## src/rtl/fpww_pkg.sv

```systemverilog
// Shared types and constants for the alarm sequencer slice:
// controller state encoding, default ring/snooze lengths and timer width.
package fpww_pkg;

  typedef enum logic [1:0] {
    IDLE    = 2'd0,
    ARMED   = 2'd1,
    RINGING = 2'd2,
    SNOOZE  = 2'd3
  } alarmState_t;

  localparam int DEFAULT_RING_SECS   = 60;
  localparam int DEFAULT_SNOOZE_SECS = 300;
  localparam int TIMER_WIDTH         = 9;

endpackage

```

## src/rtl/alarm_timer.sv

```systemverilog
// Seconds down-counter: loads a start value, counts down on each 1 Hz tick
// and flags expiry on the tick that takes it from 1 to 0.
module alarm_timer
  import fpww_pkg::*;
(
  input  logic                   uclock,
  input  logic                   reset,
  input  logic                   load,
  input  logic [TIMER_WIDTH-1:0] load_value,
  input  logic                   tick,
  output logic                   expire,
  output logic [TIMER_WIDTH-1:0] count
);

  // A load wins over a same-cycle tick; the count parks at zero instead of wrapping.
  always_ff @(posedge uclock or posedge reset) begin
    if (reset) begin
      count <= '0;
    end else if (load) begin
      count <= load_value;
    end else if (tick && (count != '0)) begin
      count <= count - 1'b1;
    end
  end

  assign expire = tick && (count == TIMER_WIDTH'(1));

endmodule

```

## src/rtl/alarm_sequencer.sv

```systemverilog
// Alarm clock controller: arms/disarms, rings on the rising edge of a time match,
// supports snooze and dismiss, and auto-stops a ring after a fixed time.
module alarm_sequencer
  import fpww_pkg::*;
#(
  parameter int RING_SECS   = DEFAULT_RING_SECS,
  parameter int SNOOZE_SECS = DEFAULT_SNOOZE_SECS
) (
  input  logic       uclock,
  input  logic       reset,
  input  logic       tick_1hz,
  input  logic [3:0] t0,
  input  logic [3:0] t1,
  input  logic [3:0] t2,
  input  logic [3:0] t3,
  input  logic [3:0] a0,
  input  logic [3:0] a1,
  input  logic [3:0] a2,
  input  logic [3:0] a3,
  input  logic       arm_btn,
  input  logic       snooze_btn,
  input  logic       dismiss_btn,
  output logic       alarmStatus,
  output logic       alarmRing,
  output logic       buzzer,
  output logic       snoozing
);

  if ((RING_SECS < 1) || (RING_SECS > 511) || (SNOOZE_SECS < 1) || (SNOOZE_SECS > 511)) begin : gBadParam
    $error("alarm_sequencer: RING_SECS and SNOOZE_SECS must lie in 1..511");
  end

  localparam logic [TIMER_WIDTH-1:0] RING_LOAD   = TIMER_WIDTH'(RING_SECS);
  localparam logic [TIMER_WIDTH-1:0] SNOOZE_LOAD = TIMER_WIDTH'(SNOOZE_SECS);

  alarmState_t            state, nextState;
  logic                   beat, nextBeat;
  logic                   match, matchQ, trigger;
  logic                   timerLoad, timerExpire;
  logic [TIMER_WIDTH-1:0] timerLoadValue, timerCount;

  assign match   = (a0 == t0) && (a1 == t1) && (a2 == t2) && (a3 == t3);
  assign trigger = match && !matchQ;

  alarm_timer uTimer (
    .uclock     (uclock),
    .reset      (reset),
    .load       (timerLoad),
    .load_value (timerLoadValue),
    .tick       (tick_1hz),
    .expire     (timerExpire),
    .count      (timerCount)
  );

  // matchQ resets high so a time already equal to the alarm cannot trigger on release.
  always_ff @(posedge uclock or posedge reset) begin
    if (reset) begin
      state  <= IDLE;
      beat   <= 1'b0;
      matchQ <= 1'b1;
    end else begin
      state  <= nextState;
      beat   <= nextBeat;
      matchQ <= match;
    end
  end

  // Button priority in RINGING and SNOOZE is arm > dismiss > snooze > timer expiry.
  always_comb begin
    nextState      = state;
    timerLoad      = 1'b0;
    timerLoadValue = '0;
    case (state)
      IDLE: begin
        if (arm_btn) nextState = ARMED;
      end
      ARMED: begin
        if (arm_btn) begin
          nextState = IDLE;
        end else if (trigger) begin
          nextState      = RINGING;
          timerLoad      = 1'b1;
          timerLoadValue = RING_LOAD;
        end
      end
      RINGING: begin
        if (arm_btn) begin
          nextState = IDLE;
        end else if (dismiss_btn) begin
          nextState = ARMED;
        end else if (snooze_btn) begin
          nextState      = SNOOZE;
          timerLoad      = 1'b1;
          timerLoadValue = SNOOZE_LOAD;
        end else if (timerExpire) begin
          nextState = ARMED;
        end
      end
      SNOOZE: begin
        if (arm_btn) begin
          nextState = IDLE;
        end else if (dismiss_btn) begin
          nextState = ARMED;
        end else if (timerExpire) begin
          nextState      = RINGING;
          timerLoad      = 1'b1;
          timerLoadValue = RING_LOAD;
        end
      end
      default: nextState = IDLE;
    endcase
  end

  // Beat starts low on every entry to RINGING so the first second is silent.
  always_comb begin
    nextBeat = 1'b0;
    if ((state == RINGING) && (nextState == RINGING)) begin
      nextBeat = beat ^ tick_1hz;
    end
  end

  always_ff @(posedge uclock or posedge reset) begin
    if (reset) begin
      alarmStatus <= 1'b0;
      alarmRing   <= 1'b0;
      buzzer      <= 1'b0;
      snoozing    <= 1'b0;
    end else begin
      alarmStatus <= (nextState != IDLE);
      alarmRing   <= (nextState == RINGING);
      buzzer      <= (nextState == RINGING) && nextBeat;
      snoozing    <= (nextState == SNOOZE);
    end
  end

  timerLiveWhileActive: assert property (
    @(posedge uclock) disable iff (reset)
      ((state == RINGING) || (state == SNOOZE)) |-> (timerCount != '0)
  );

endmodule

```

## config.mk

```make
export PLATFORM = sky130hd
export DESIGN_NAME = alarm_sequencer
export DESIGN_NICKNAME = d
export VERILOG_FILES = /design/src/rtl/fpww_pkg.sv /design/src/rtl/alarm_timer.sv /design/src/rtl/alarm_sequencer.sv
export SDC_FILE = /design/constraint.sdc
export NUM_CORES = 1
export LEC_CHECK = 0
export CORE_ASPECT_RATIO = 0.75
export CORE_MARGIN = 2
export CORE_UTILIZATION = 46
export CTS_CLUSTER_SIZE = 40
export DETAILED_ROUTE_END_ITERATION = 8
export HOLD_SLACK_MARGIN = 0.15
export PLACE_DENSITY = 0.86
export SKIP_CTS_REPAIR_TIMING = 1
export SYNTH_ARGS = -nofsm -noshare
export SYNTH_HDL_FRONTEND = slang
export SYNTH_SLANG_ARGS = --single-unit
```

## constraint.sdc

```tcl
create_clock -name uclock -period 3 [get_ports uclock]
set_input_delay 0.6 -clock uclock [delete_from_list [all_inputs] [get_ports uclock]]
set_output_delay 0.6 -clock uclock [all_outputs]
set_load 0.05 [all_outputs]
```

== Yosys cells after proc, flatten, opt, wreduce, memory -nomap -nowiden ==
Index checks and enable logic that the tools add are counted.

* Add/subtract/negate cells: 1
* $mul: 0
* Divide/modulo/power cells: 0
* Magnitude comparators: 0
* Equality and inequality tests: 10
* Shift operators: 0
* Muxes and demuxes: 32
* Bitwise logic cells: 1
* Reduce and logical (&&, ||, !) cells: 13

{| class="wikitable"
|+ Operators by type and width
! operator !! number
|-
| 9-bit 2-to-1 mux || 5
|-
| 6-bit 2-to-1 mux || 5
|-
| 9-bit case mux with 3 select lines || 1
|-
| 2-bit 2-to-1 mux || 10
|-
| 4-bit == test || 4
|-
| 9-bit by 1-bit == test with 1-bit output, second input constant || 1
|-
| 1-bit 2-to-1 mux || 9
|-
| 9-bit nonzero test || 1
|-
| 9-bit by 1-bit subtractor with 9-bit output, second input constant || 1
|-
| 2-bit == test, second input constant || 4
|-
| 1-bit logical AND || 8
|-
| 2-bit case mux with 4 select lines || 1
|-
| 2-bit nonzero test || 2
|-
| 1-bit case mux with 3 select lines || 1
|-
| 2-bit by 1-bit == test with 1-bit output, second input constant || 1
|-
| 2-bit zero test || 1
|-
| 1-bit zero test || 1
|-
| 1-bit bitwise XOR || 1
|}

* Flip-flop bits (word level): 17
* Latch bits: 0
* RAM bits: 0
* Bits in read-only memories: 0
* Bits of input ports: 38
* Output and inout port bits: 4
* Logic and storage cells: 65
* Memories kept: 0

== Longest topological paths before layout ==
Gate-level depths: netlist (run 1).

* Depth after elaboration: 12
* Depth in mapped cells: 7
* Depth with buffers taken out: 7

== Cells and area by module ==
A second synthesis (run 1) with hierarchy kept.

* Cell total of the unflattened synthesis: 139
* Area total of the unflattened synthesis: 1303.8 um^2

{| class="wikitable"
|+ Modules (own cells, without submodules)
! module !! instances !! cells each !! area an instance (um^2) !! sequential area each (um^2)
|-
| alarm_timer || 1 || 81 || 732.0 || 225.2
|-
| alarm_sequencer || 1 || 58 || 571.8 || 201.4
|}

== Worst setup path before layout (run 1) ==
Ideal clock, no wire load.

* Path type: input port to flip-flop
* Start point: input dismiss_btn
* End point: register beat
* Library setup time: 0.105 ns
* Data arrival time: 1.783 ns
* Required time: 2.895 ns
* Slack: 1.112 ns
* Stages: 5
* Buffers on the path: 0
* Cells stage by stage: or4b_1 -> a31o_2 -> o311ai_4 -> nand2b_2 -> nor4b_1

* Word-level cells in the longest chain between the ends: 6
* Elaborated cells on any way between the ends: 8
* Classes of those cells: eq/ne: 1; mux: 6; reduce/logical: 1

{| class="wikitable"
|+ Ends and longest elaborated chain
! item !! line !! RTL
|-
| from (decl) || alarm_sequencer.sv:22 || <nowiki>input logic dismiss_btn,</nowiki>
|-
| 2-bit 2-to-1 mux (on tied branches) || alarm_sequencer.sv:102, alarm_sequencer.sv:89 ||
|-
| 2-bit 2-to-1 mux (on tied branches) || alarm_sequencer.sv:100, alarm_sequencer.sv:87 ||
|-
| 2-bit case mux with 4 select lines (*) || alarm_sequencer.sv:73 || <nowiki>case (state)</nowiki>
|-
| 2-bit == test (*) || alarm_sequencer.sv:117 || <nowiki>if ((state == RINGING) && (nextState == RINGING)) begin</nowiki>
|-
| 1-bit logical AND (*) || alarm_sequencer.sv:117 ||
|-
| 1-bit 2-to-1 mux (*) || alarm_sequencer.sv:117 ||
|-
| via nextBeat || alarm_sequencer.sv:37 || <nowiki>logic beat, nextBeat;</nowiki>
|-
| to (signal assigned) || alarm_sequencer.sv:63 || <nowiki>beat <= nextBeat;</nowiki>
|-
| to (decl) || alarm_sequencer.sv:37 ||
|}

Mark *: on every way through the listed nets, which the timed path passes. The rest lies on a longest branch.
A chain may end at the register's enable or synchronous reset.

== Final worst setup path (run 1) ==
* Start point: input tick_1hz
* End point: register uTimer.count[8]

* Word-level cells in the longest chain between the ends: 6
* Elaborated cells on any way between the ends: 8
* Classes of those cells: mux: 5; reduce/logical: 3

{| class="wikitable"
|+ Ends and longest elaborated chain
! item !! line !! RTL
|-
| from (decl) || alarm_sequencer.sv:11 || <nowiki>input logic tick_1hz,</nowiki>
|-
| 1-bit logical AND || alarm_timer.sv:26 || <nowiki>assign expire = tick && (count == TIMER_WIDTH'(1));</nowiki>
|-
| 1-bit 2-to-1 mux || alarm_sequencer.sv:104 || <nowiki>end else if (timerExpire) begin</nowiki>
|-
| 1-bit 2-to-1 mux || alarm_sequencer.sv:102 || <nowiki>end else if (dismiss_btn) begin</nowiki>
|-
| 1-bit 2-to-1 mux || alarm_sequencer.sv:100 || <nowiki>if (arm_btn) begin</nowiki>
|-
| 1-bit case mux with 3 select lines || alarm_sequencer.sv:73 ||
|-
| 9-bit 2-to-1 mux or 2-bit nonzero test (tied branches) || n/a ||
|-
| to (signal assigned) || alarm_timer.sv:20 || <nowiki>count <= load_value;</nowiki>
|-
| to (signal assigned) || alarm_timer.sv:22 || <nowiki>count <= count - 1'b1;</nowiki>
|-
| to (decl) || alarm_timer.sv:12 || <nowiki>output logic [TIMER_WIDTH-1:0] count</nowiki>
|}

Parallel ways exist; a longest one is shown, timed or not.

==> flow_summary.toml, run 1 <==
[outcome]
status = "completed"

[sta]
fin_crit_sh_pct = 75.3
tns_ns = 0
rsz0062_at_grt = "false"
fmax_mhz = 442
slew_violations = 0
fin_worst_skew_ns = 0.00122
setup_viol = 0
worst_pin_slew_ns = 0.619
hold_violations = 0
slew_headroom_pct = 58.7
fin_crit_ns = 2.26

[die]
dieArea_sq_mm = 0.00279
rows = 15
die_height_um = 46.3
die_w_um = 60.3
floorplan.core_area_sq_mm = 0.00227
initial_core_util_pct = 48.2
io_pins = 42

[global_routing]
overflow = 0
grt_max_degree = 18
grt_pass1_wl_mm = 3.93
antenna_found_initial = 0
grt_pass1_vias = 940
grt_use_total_pct = 19.2

[clock_network]
cts_max_path_buffers = 2
clock_latency_ns = 0.29
path_clk_slew_ns = 0.11
htreeDepth = 1
cts_buffers = 3
cts_root_buffer = "clkbuf_4"
cts_sinks = 17
tritoncts = "built"

[setup_path]
crit_path_end_kind = "register"
critPathCapture = "uTimer.count[8]"
startpoint_type = "input pin"
path_class = "input pin to register"
r2r-end = "uTimer.count[8]"
crit_arrival_ns = 2.49
worst_ep_required_time_ns = 3.23
rrSetupSlack_ns = 1.00
path_max_fanout = 7
r2r-start = "uTimer.count[0]"
reg2reg_depth = 7
startpoint = "tick_1hz"

[route]
dr.pass1.iters = 4
vias_per_cell = 5.39
route.detailed.drc = 0
wl_per_cell_um = 12.9
drtAntennaViolNets = 0
drtIter0Drc = 46
via_count = 1008
wl_mm = 2.41

[yosys]
post-synth-top-area-cell = "dfrtp_1"
synth_cells = 107
synth.area.top_cells = "dfrtp_1 (37%), xor2_1 (13%), xnor2_1 (4.0%)"
synth_nets = 148
ys_warn_count = 0
syn_area_sq_mm = 0.00109
synth-seq-area-share_pct = 39.0
synth_cell_types = 37
ys_ff_latch = 17
yosys.area.top_type_share_pct = 36.6
syn_area_per_cell_sq_um = 10.2

[pwr]
power_uw = 830
max-vdd-ir-drop_mv = 0.193
powerDensity_mw_per_mm2 = 523
p_leak_nw = 0.661

[placed_design]
port_buffers = 41
place_congestion = 0.905
place_hpwl_mm = 2.04

[cells_and_area]
nets = 195
area_growth_pct = 44.8
n_fill_cell = 162
final_common_cell = "clkdlybuf4s50_1"
drive_gt1_share_pct = 9.15
diodes = 0
final_cell_mix = "clkdlybuf4s50_1 (41), xor2_1 (16), dfrtp_1 (16)"

[hold_path]
holdCritPathClass = "register to register"

[job]
maxCapViolCount = 0
[Yosys cell counts, drive strengths merged]
| master | number |
|---|---|
| o311ai | 1 |
| nor2b | 2 |
| or4b | 2 |
| dfstp | 1 |
| nand4 | 2 |
| and2 | 1 |
| a31o | 1 |
| o211ai | 2 |
| inv | 5 |
| nor4b | 2 |
| a21oi | 1 |
| xnor2 | 5 |
| nand3 | 3 |
| dfrtp | 16 |
| or4bb | 1 |
| nor3 | 2 |
| and3 | 2 |
| ha | 3 |
| nand2b | 1 |
| nor4 | 7 |
| o31a | 1 |
| mux2i | 1 |
| or4 | 2 |
| nor3b | 3 |
| nand2 | 6 |
| xor2 | 16 |
| a22oi | 1 |
| o21ai | 2 |
| or3 | 2 |
| o31ai | 3 |
| a211o | 2 |
| nor2 | 7 |
| mux2 | 1 |
[report_power, final]
part           switching, mW  total (mW)  leakage [nW]  internal [mW]
clock                 0.0768       0.127        0.0139         0.0507
combinational          0.157       0.331         0.435          0.174
sequential            0.0770       0.371         0.212          0.294
total                  0.311       0.830         0.661          0.519
[final cells by class]
cell class / count / area, sq um / share of cell area (%)
Timing Repair Buffer: 42 / 418 / 26.4
Tap cell: 34 / 42.5 / 2.68
Clock inverter: 1 / 7.51 / 0.474
Multi-Input combinational cell: 85 / 649 / 41.0
Sequential cell: 17 / 427 / 26.9
Clock buffer: 3 / 22.5 / 1.42
Inverter: 5 / 18.8 / 1.18
[worst min-delay path by stage]
stage                          from         endpoint  slack (ns)  depth (start not counted)
floorplan           uTimer.count[2]  uTimer.count[2]        0.51                          1
finish              uTimer.count[2]  uTimer.count[2]        0.59                          1
detailed placement  uTimer.count[2]  uTimer.count[2]        0.55                          1
CTS                 uTimer.count[2]  uTimer.count[2]        0.58                          1
global placement    uTimer.count[2]  uTimer.count[2]        0.55                          1
global route        uTimer.count[2]  uTimer.count[2]        0.62                          1
[registers in the layout (all words and copies together), names as in the netlist]
name	flops
state	2
snoozing	1
alarmRing	1
beat	1
alarmStatus	1
matchQ	1
uTimer.count	9
buzzer	1
[stage by stage]
step	utilization, %	instances	cell area [sq um]	hold WS (ns)	setup WS [ns]
5_1_grt	69.8	187	1590	0.619	0.617
2_1_floorplan	-	107	1090	0.514	1.11
3_5_place_dp	68.5	183	1560	0.551	0.453
3_3_place_gp	68.5	183	1560	0.548	0.518
4_1_cts	69.8	187	1590	0.577	0.764
6_report	69.8	187	1590	0.588	0.740
[per-layer routing]
metal / part of all wire, % / global-route usage [%] / routed length [um] / vias up
li1: - / - / - / 485
met1: 42 / 23.8 / 1010 / 454
met2: 46 / 32.2 / 1100 / 62
met3: 10 / 3.09 / 241 / 7
met4: 2.3 / 10.2 / 56 / 0
met5: 0 / 0 / 0 / -
[critical path, stage by stage]
cell             delay (ns)
clkdlybuf4s50_1        0.58
or4bb_1                0.59
or4_1                  0.44
nand2_1                0.09
a21oi_1                0.07
nor2b_1                0.11
[cell families after synthesis]
kind of cell | count (synthesis) | synth area share [%]
AOI/OAI and AO/OA | 14 | 11.1
xor gates and xnor gates | 21 | 16.8
adders and majority gates | 3 | 3.43
buffers and inverters | 5 | 1.71
DFF | 17 | 39.0
muxes | 2 | 1.94
and+or+nand+nor | 45 | 26.1
Note: power is estimated with default switching activity, not from simulation.
==> run 2, diff against run 1 <==
- CORE_UTILIZATION: 46 -> 39
- PLACE_DENSITY: 0.86 -> 0.78
- clock period: 3 -> 1.8 ns (I/O delays scaled with it)
==> run 2 against run 1 <==
Against the previous run: the run now ends with negative setup slack left; utilization is 6.0 points higher; design area is 26% higher; die area up 17%.
==> flow_summary.toml, run 2 (synthesized netlist as in run 1, its figures left out) <==
[outcome]
status = "finished, violations left"
violations = "negative setup slack"

[global_routing]
overflow = 0
antenna_found_initial = 0
grt_pass1_wl_mm = 4.69
grt_max_degree = 18
grt_pass1_vias = 1067
grt_use_total_pct = 18.4

[sta]
rsz0062_at_grt = "true"
fin_ws_ns = -0.0764
slew_violations = 0
slew_headroom_pct = 66.5
worst_pin_slew_ns = 0.499
fin_crit_sh_pct = 104
fin_crit_ns = 1.88
fin_worst_skew_ns = 0.00379
hold_violations = 0
whs_ns = 0.430
setup_viol = 12
fmax_mhz = 533

[clock_network]
clock_latency_ns = 0.25
htreeDepth = 1
cts_root_buffer = "clkbuf_8"
path_clk_slew_ns = 0.07
cts_max_path_buffers = 2
tritoncts = "built"
cts_buffers = 3
cts_sinks = 17

[route]
wl_mm = 3.79
drtIter0Drc = 76
via_count = 1179
route.detailed.drc = 0
drtAntennaViolNets = 0
vias_per_cell = 5.56
dr.pass1.iters = 4
wl_per_cell_um = 17.9

[setup_path]
reg2reg_depth = 9
crit_arrival_ns = 2.02
worst_ep_required_time_ns = 1.94
crit_path_end_kind = "register"
critPathCapture = "uTimer.count[8]"
r2r-start = "uTimer.count[1]"
r2r-end = "uTimer.count[3]"
rrSetupSlack_ns = -0.08
startpoint = "t2[1]"
path_max_fanout = 5
cpMaxStageDelayCell = "or3_4"
path_class = "input pin to register"
max_stage_delay_ns = 0.47
startpoint_type = "input pin"
critical_path.cell_chain = "clkdlybuf4s50_1, xor2_1, nor4_1, nand4_1, or3_4, nor2b_4"

[die]
initial_core_util_pct = 41.4
rows = 16
floorplan.core_area_sq_mm = 0.00264
io_pins = 42
die_w_um = 65.2
die_height_um = 49.9
dieArea_sq_mm = 0.00325

[pwr]
powerDensity_mw_per_mm2 = 890
p_leak_nw = 1.13
pwr-share-clk_pct = 15.8
power_mw = 1.78
p_int_mw = 1.11
sw_frac_of_total_pct = 37.8
pwr-share-comb_pct = 48.1
max-vdd-ir-drop_mv = 0.772
p_switching_uw = 673
p_seq_share_pct = 36.1

[placed_design]
place_congestion = 0.869
place_hpwl_mm = 2.34
preCtsSetupSlack_ns = -0.432
port_buffers = 41

[job]
maxCapViolCount = 0

[cells_and_area]
largest_register_ffs = 9
final_common_cell = "dlymetal6s2s_1"
diodes = 0
largest-register = "uTimer.count"
area_growth_pct = 83.1
nets = 218
top_regs = "uTimer.count x9, state x2"
drive_gt1_share_pct = 36.4
final_cell_mix = "dlymetal6s2s_1 (31), buf_4 (28), xor2_1 (15), dfrtp_1 (15), nor2_1 (7)"

[hold_path]
holdCritPathClass = "input pin to async pin"
-- run 2: power groups by stage --
| stage | logic (mW) | registers (mW) | clock network (mW) |
|---|---|---|---|
| floorplan | 0.367 | 0.603 | 0 |
| global placement | 0.689 | 0.597 | 0 |
| detailed placement | 0.708 | 0.602 | 0 |
| CTS | 0.713 | 0.596 | 0.289 |
| global route | 0.924 | 0.657 | 0.298 |
| finish | 0.857 | 0.645 | 0.282 |
-- run 2: area by class of cell --
cell class	count	area, sq um
fill	169	638
clock inverter	1	5.00
sequential	17	428
tap	36	45.0
clock buffer	3	41.3
multi-input combinational	85	808
timing repair buffer	65	658
inverter	5	18.8
-- run 2: worst min-delay path by stage --
stage | slack, ns | startpoint | to | cells past startpoint
6_report | 0.43 | reset | snoozing | 3
5_1_grt | 0.45 | reset | snoozing | 3
4_1_cts | 0.44 | reset | alarmStatus | 3
3_5_place_dp | 0.55 | uTimer.count[2] | uTimer.count[2] | 1
3_3_place_gp | 0.54 | uTimer.count[2] | uTimer.count[2] | 1
2_1_floorplan | 0.29 | reset | alarmRing | 1
-- run 2: critical path: cells and delay by family --
kind | cells | cell delay [ns]
simple gates | 4 | 1.02
xor+xnor | 1 | 0.19
buf+inv | 1 | 0.45
-- run 2: through the flow --
| step | utilization (%) | area, sq um | setup TNS, ns | instances |
|---|---|---|---|---|
| 6_report | 75.9 | 2000 | -0.347 | 212 |
| 5_1_grt | 75.9 | 2000 | -1.64 | 212 |
| 4_1_cts | 66.0 | 1740 | -1.43 | 209 |
| 3_5_place_dp | 64.3 | 1700 | -5.11 | 205 |
| 3_3_place_gp | 64.3 | 1700 | -4.67 | 205 |
| 2_1_floorplan | - | 1090 | 0 | 107 |
-- run 2: metal layers --
layer / up-vias / global-route usage, % / part of all wire (%)
met2: 49 / 31.1 / 53
li1: 532 / - / -
met1: 592 / 24.7 / 42
met4: 0 / 3.82 / 1.5
met3: 6 / 3.20 / 4.0
met5: - / 0 / 0
==> run 3, diff against run 2 <==
- CTS_CLUSTER_SIZE: 40 -> not set
==> results of run 3 <==
No change in the layout: final DEF, timing and power equal those of run 2.
